## src/rtl/vu_peak_meter.sv

```systemverilog
// VU meter display stage: maps a 12-bit magnitude onto an 8-segment bar with
// instant attack and timed decay, a hold-then-fall peak dot and a held overload flag.
module vu_peak_meter #(
    parameter int DATA_W    = 12,
    parameter int HOLD_CNT  = 22000,
    parameter int DECAY_CNT = 2750
) (
    input  logic              clk,
    input  logic              rst_n,
    input  logic              sample_en,
    input  logic [DATA_W-1:0] din,
    output logic [7:0]        leds,
    output logic [3:0]        peak_level,
    output logic              overload
);

    localparam int HOLD_W  = (HOLD_CNT > 1) ? $clog2(HOLD_CNT) : 1;
    localparam int DECAY_W = (DECAY_CNT > 1) ? $clog2(DECAY_CNT) : 1;
    localparam logic [HOLD_W-1:0]  HOLD_LOAD  = HOLD_W'(HOLD_CNT - 1);
    localparam logic [DECAY_W-1:0] DECAY_LAST = DECAY_W'(DECAY_CNT - 1);

    typedef enum logic [1:0] {
        IDLE,
        HOLD,
        FALL
    } peak_state_t;

    peak_state_t        state, state_next;
    logic [3:0]         peak, peak_next;
    logic [3:0]         bar, bar_next;
    logic [HOLD_W-1:0]  hold_cnt, hold_next;
    logic [HOLD_W-1:0]  ovl_cnt, ovl_cnt_next;
    logic               ovl_next;
    logic [DECAY_W-1:0] presc, presc_next;
    logic [3:0]         level;
    logic               decay_tick;
    logic [7:0]         leds_next;

    always_comb begin
        level = '0;
        if (din != '0) begin
            level = {1'b0, din[DATA_W-1 -: 3]} + 4'd1;
        end
    end

    assign decay_tick = sample_en && (presc == DECAY_LAST);

    always_comb begin
        presc_next = presc;
        if (sample_en) begin
            presc_next = decay_tick ? '0 : presc + DECAY_W'(1);
        end
    end

    always_comb begin
        bar_next = bar;
        if (sample_en) begin
            if (level >= bar) begin
                bar_next = level;
            end else if (decay_tick && bar != '0) begin
                bar_next = bar - 4'd1;
            end
        end
    end

    // A new peak at or above the current one preempts every state transition.
    always_comb begin
        state_next = state;
        peak_next  = peak;
        hold_next  = hold_cnt;
        if (sample_en) begin
            if (level >= peak && level != '0) begin
                peak_next  = level;
                hold_next  = HOLD_LOAD;
                state_next = HOLD;
            end else begin
                case (state)
                    HOLD: begin
                        if (hold_cnt != '0) begin
                            hold_next = hold_cnt - HOLD_W'(1);
                        end else begin
                            state_next = FALL;
                        end
                    end
                    FALL: begin
                        if (decay_tick && peak != '0) begin
                            peak_next = peak - 4'd1;
                            if (peak == 4'd1) begin
                                state_next = IDLE;
                            end
                        end
                    end
                    IDLE: begin
                        peak_next = '0;
                    end
                    default: begin
                        state_next = IDLE;
                        peak_next  = '0;
                    end
                endcase
            end
            // The dot never sits below the bar; a clamped dot keeps falling.
            if (bar_next > peak_next) begin
                peak_next = bar_next;
                if (state_next == IDLE) begin
                    state_next = FALL;
                end
            end
        end
    end

    always_comb begin
        leds_next = '0;
        for (int unsigned i = 0; i < 8; i++) begin
            leds_next[i] = (4'(i) < bar_next) ||
                           (peak_next != '0 && 4'(i) == peak_next - 4'd1);
        end
    end

    always_comb begin
        ovl_next     = overload;
        ovl_cnt_next = ovl_cnt;
        if (sample_en) begin
            if (din == '1) begin
                ovl_next     = 1'b1;
                ovl_cnt_next = HOLD_LOAD;
            end else if (ovl_cnt != '0) begin
                ovl_cnt_next = ovl_cnt - HOLD_W'(1);
            end else begin
                ovl_next = 1'b0;
            end
        end
    end

    always_ff @(posedge clk or negedge rst_n) begin
        if (!rst_n) begin
            state    <= IDLE;
            peak     <= '0;
            bar      <= '0;
            hold_cnt <= '0;
            ovl_cnt  <= '0;
            overload <= 1'b0;
            presc    <= '0;
            leds     <= '0;
        end else begin
            state    <= state_next;
            peak     <= peak_next;
            bar      <= bar_next;
            hold_cnt <= hold_next;
            ovl_cnt  <= ovl_cnt_next;
            overload <= ovl_next;
            presc    <= presc_next;
            if (sample_en) begin
                leds <= leds_next;
            end
        end
    end

    assign peak_level = peak;

endmodule
```

## config.mk

```make
export PLATFORM = sky130hd
export DESIGN_NAME = vu_peak_meter
export DESIGN_NICKNAME = d
export VERILOG_FILES = /design/src/rtl/vu_peak_meter.sv
export SDC_FILE = /design/constraint.sdc
export NUM_CORES = 1
export LEC_CHECK = 0
export BUFFER_PORTS_ARGS = -buffer_cell sky130_fd_sc_hd__buf_4
export CAP_MARGIN = 20
export CORE_ASPECT_RATIO = 2
export CORE_MARGIN = 4
export CORE_UTILIZATION = 45
export DETAILED_ROUTE_END_ITERATION = 12
export PLACE_DENSITY = 0.6
export REMOVE_ABC_BUFFERS = 1
export SLEW_MARGIN = 10
export SYNTH_ARGS = -nofsm -noshare
export SYNTH_HDL_FRONTEND = slang
export SYNTH_SLANG_ARGS = --single-unit
```

## constraint.sdc

```tcl
create_clock -name clk -period 12.3 [get_ports clk]
set_input_delay 0.615 -clock clk [delete_from_list [all_inputs] [get_ports clk]]
set_output_delay 0.615 -clock clk [all_outputs]
set_load 0.005 [all_outputs]
```

==> out/results.tsv <==
metric	value	unit
status	finished clean	
antenna_found_initial	0	
wl	9320	µm
drc_errors	0	
startpoint_type	input port	
maxCapViolations	0	
cts_hold_buf	0	
endpoint_kind	register	
core_area	0.00829	mm²
synth_ff_type	dfrtp_1	
p_per_area	242	mW/mm²
switching_power	442	µW
hold_viol	0	
post-route-min-period	5.05	ns
multi_input_area	0.00215	mm²
htree_levels	3	
antennaDiodeCount	0	
die_h	138	µm
slew_headroom	39.1	%
synth_area	0.00382	mm²
clk_pin_slew_worst_paths	0.05	ns
ys_top_cells_by_area	dfrtp_1 (40%), ha_1 (8.2%), nand2_1 (3.9%)	
synth_seq_cells	61	
grt_first_pass_wirelength	15900	µm
grt_max_degree	62	
combPwrFrac	47.3	%
p_seq_share	31.2	%
yosysMostFrequentCell	dfrtp_1	
firstDrtPassIters	4	
ir_worst_vdd	0.114	mV
hold_slack	0.355	ns
num_vias	3289	
port_buffers	27	
p_leak	1.88	nW
vias_per_cell	6.00	
yosys-top-cells-count	dfrtp_1 (61), nand2_1 (40), nor2_1 (39)	
critPathMaxFanout	9	
cts_buffers	9	
fmax	198	MHz
seqCellArea	0.00153	mm²
antenna_left	0	
drv_slew	0	
period_share	41.0	%
required	12.51	ns
switching_share	41.7	%
drtIter0Drc	112	
ys_warn_count	0	
syn_inst	420	
initial_core_util	46.1	%
final-setup-viol-count	0	
synth_seq_area_share	39.9	%
syn_area_per_cell	9.10	µm²
synth_edf_count	0	
clk_latency	0.33	ns
row_count	47	
setup_slack	7.25	ns
cts_buffer_depth	2	
die_w	73.2	µm
cts_root_buf	clkbuf_16	
grt.total_usage	20.0	%
yosysTopAreaCellShare	39.9	%
ys_types	60	
tns	0	ns
syn_to_final_growth	14.5	%
post_cts_buffers	0	
hold_class	input port to async pin	
cts_resized	0	
fill_cells	776	
die_area	0.0101	mm²
clock-sinks	61	
path_class	input port to register	
place.gp.congestion	0.829	
place_ws	6.94	ns
cts_tree	yes	
power_frac_clock	21.5	%
finClkSkew	0.00657	ns
wl_per_cell	17.0	µm
cp.arrival	5.26	ns
drive_above_1_share	12.2	%
nNetsFinal	486	
worst_pin_slew	0.900	ns
async_flop_share	100	%
rsz0062_at_grt	false	
grt_pass1_vias	3327	
yosysTopAreaCell	dfrtp_1	
p_int	617	µW
grt.overflow.total	0	
ios	28	
detailed_place_hpwl	6980	µm
==> worst max-delay path: stages <==
cell and delay [ns]:
buf_4 0.11, nor4_1 0.44, nand3_1 0.20, nand2_1 0.19, inv_1 0.09, ha_1 0.27
inv_1 0.04, o21ai_0 0.21, nand2_1 0.21, o311ai_1 0.79, ha_1 0.37, and4_1 0.19
a21oi_1 0.47, o31ai_1 0.17, o32a_4 0.43, nor4bb_1 0.14, o32a_1 0.31
==> flip-flops by register name, indices dropped and copies added, names as in the netlist <==
name,flops
overload,1
ovl_cnt,15
peak_level,4
bar,4
hold_cnt,15
presc,12
state,2
leds,8
==> cell usage in the layout, fill, tap and decap left out, drive strengths merged, types with 6 or more instances in the layout <==
cell	synthesis	routed
buf	4	28
a31oi	9	9
nor2	39	39
nand4	10	10
a21oi	18	18
ha	25	25
nand3	14	14
xnor2	14	14
inv	27	27
xor2	13	13
nand2b	6	6
nor3	15	15
dfrtp	61	61
o21ai	24	24
clkbuf	9	11
nor4	9	9
or3	12	12
or4	8	8
nand2	40	40
==> metrics by stage <==
| stage | power [mW] | std cells | cell area (µm²) | util, % |
|---|---|---|---|---|
| after floorplan | 0.681 | 407 | 3770 | - |
| after global placement | 0.823 | 533 | 4110 | 49.5 |
| after detailed placement | 0.835 | 533 | 4110 | 49.5 |
| after CTS | 1.07 | 548 | 4370 | 52.8 |
| after global routing | 1.15 | 548 | 4370 | 52.8 |
| final | 1.06 | 548 | 4370 | 52.8 |
==> metal layers <==
| metal | GRT usage, % | routed length [µm] | up-vias |
|---|---|---|---|
| li1 | - | - | 1578 |
| met1 | 21.7 | 3570 | 1620 |
| met4 | 11.7 | 418 | 0 |
| met5 | 0 | 0 | - |
| met3 | 3.27 | 292 | 25 |
| met2 | 35.0 | 5040 | 66 |
==> path summary, 6_finish.rpt <==
path	start	end	slack, ns	cells past startpoint
worst max-delay path	din[1]	leds[1]	7.25	17
worst min-delay path	rst_n	state[0]	0.36	1
worst max register to register	presc[1]	leds[1]	7.75	15
worst min register to register	presc[8]	presc[8]	0.48	1
max in group asynchronous	rst_n	bar[0]	11.42	1
min in group clk	presc[8]	presc[8]	0.48	1
==> cell families (layout without fill, tap and decap cells) <==
kind of cell / count (synthesis) / count (layout) / share of synthesized area (%)
compound gates: 86 / 86 / 16.2
mux: 2 / 2 / 0.557
xor+xnor: 27 / 27 / 6.19
buf+inv: 40 / 70 / 4.06
simple gates: 179 / 179 / 24.8
fa+ha+maj: 25 / 25 / 8.19
flops: 61 / 61 / 39.9
==> cell type report <==
cell class	instances	area share [%]
clock buffer	11	5.55
clock inverter	4	0.572
inverter	27	2.32
multi-input combinational	319	49.1
sequential	61	34.9
tap	98	2.80
timing repair buffer	28	4.81
==> power by group through the flow <==
stage	Clock [mW]	Combinational, mW	Sequential (mW)
after floorplan	0	0.367	0.314
after global placement	0	0.491	0.332
after detailed placement	0	0.502	0.333
after CTS	0.233	0.504	0.331
after global routing	0.243	0.569	0.340
final	0.227	0.501	0.330
(Power assumes the default switching activity.)
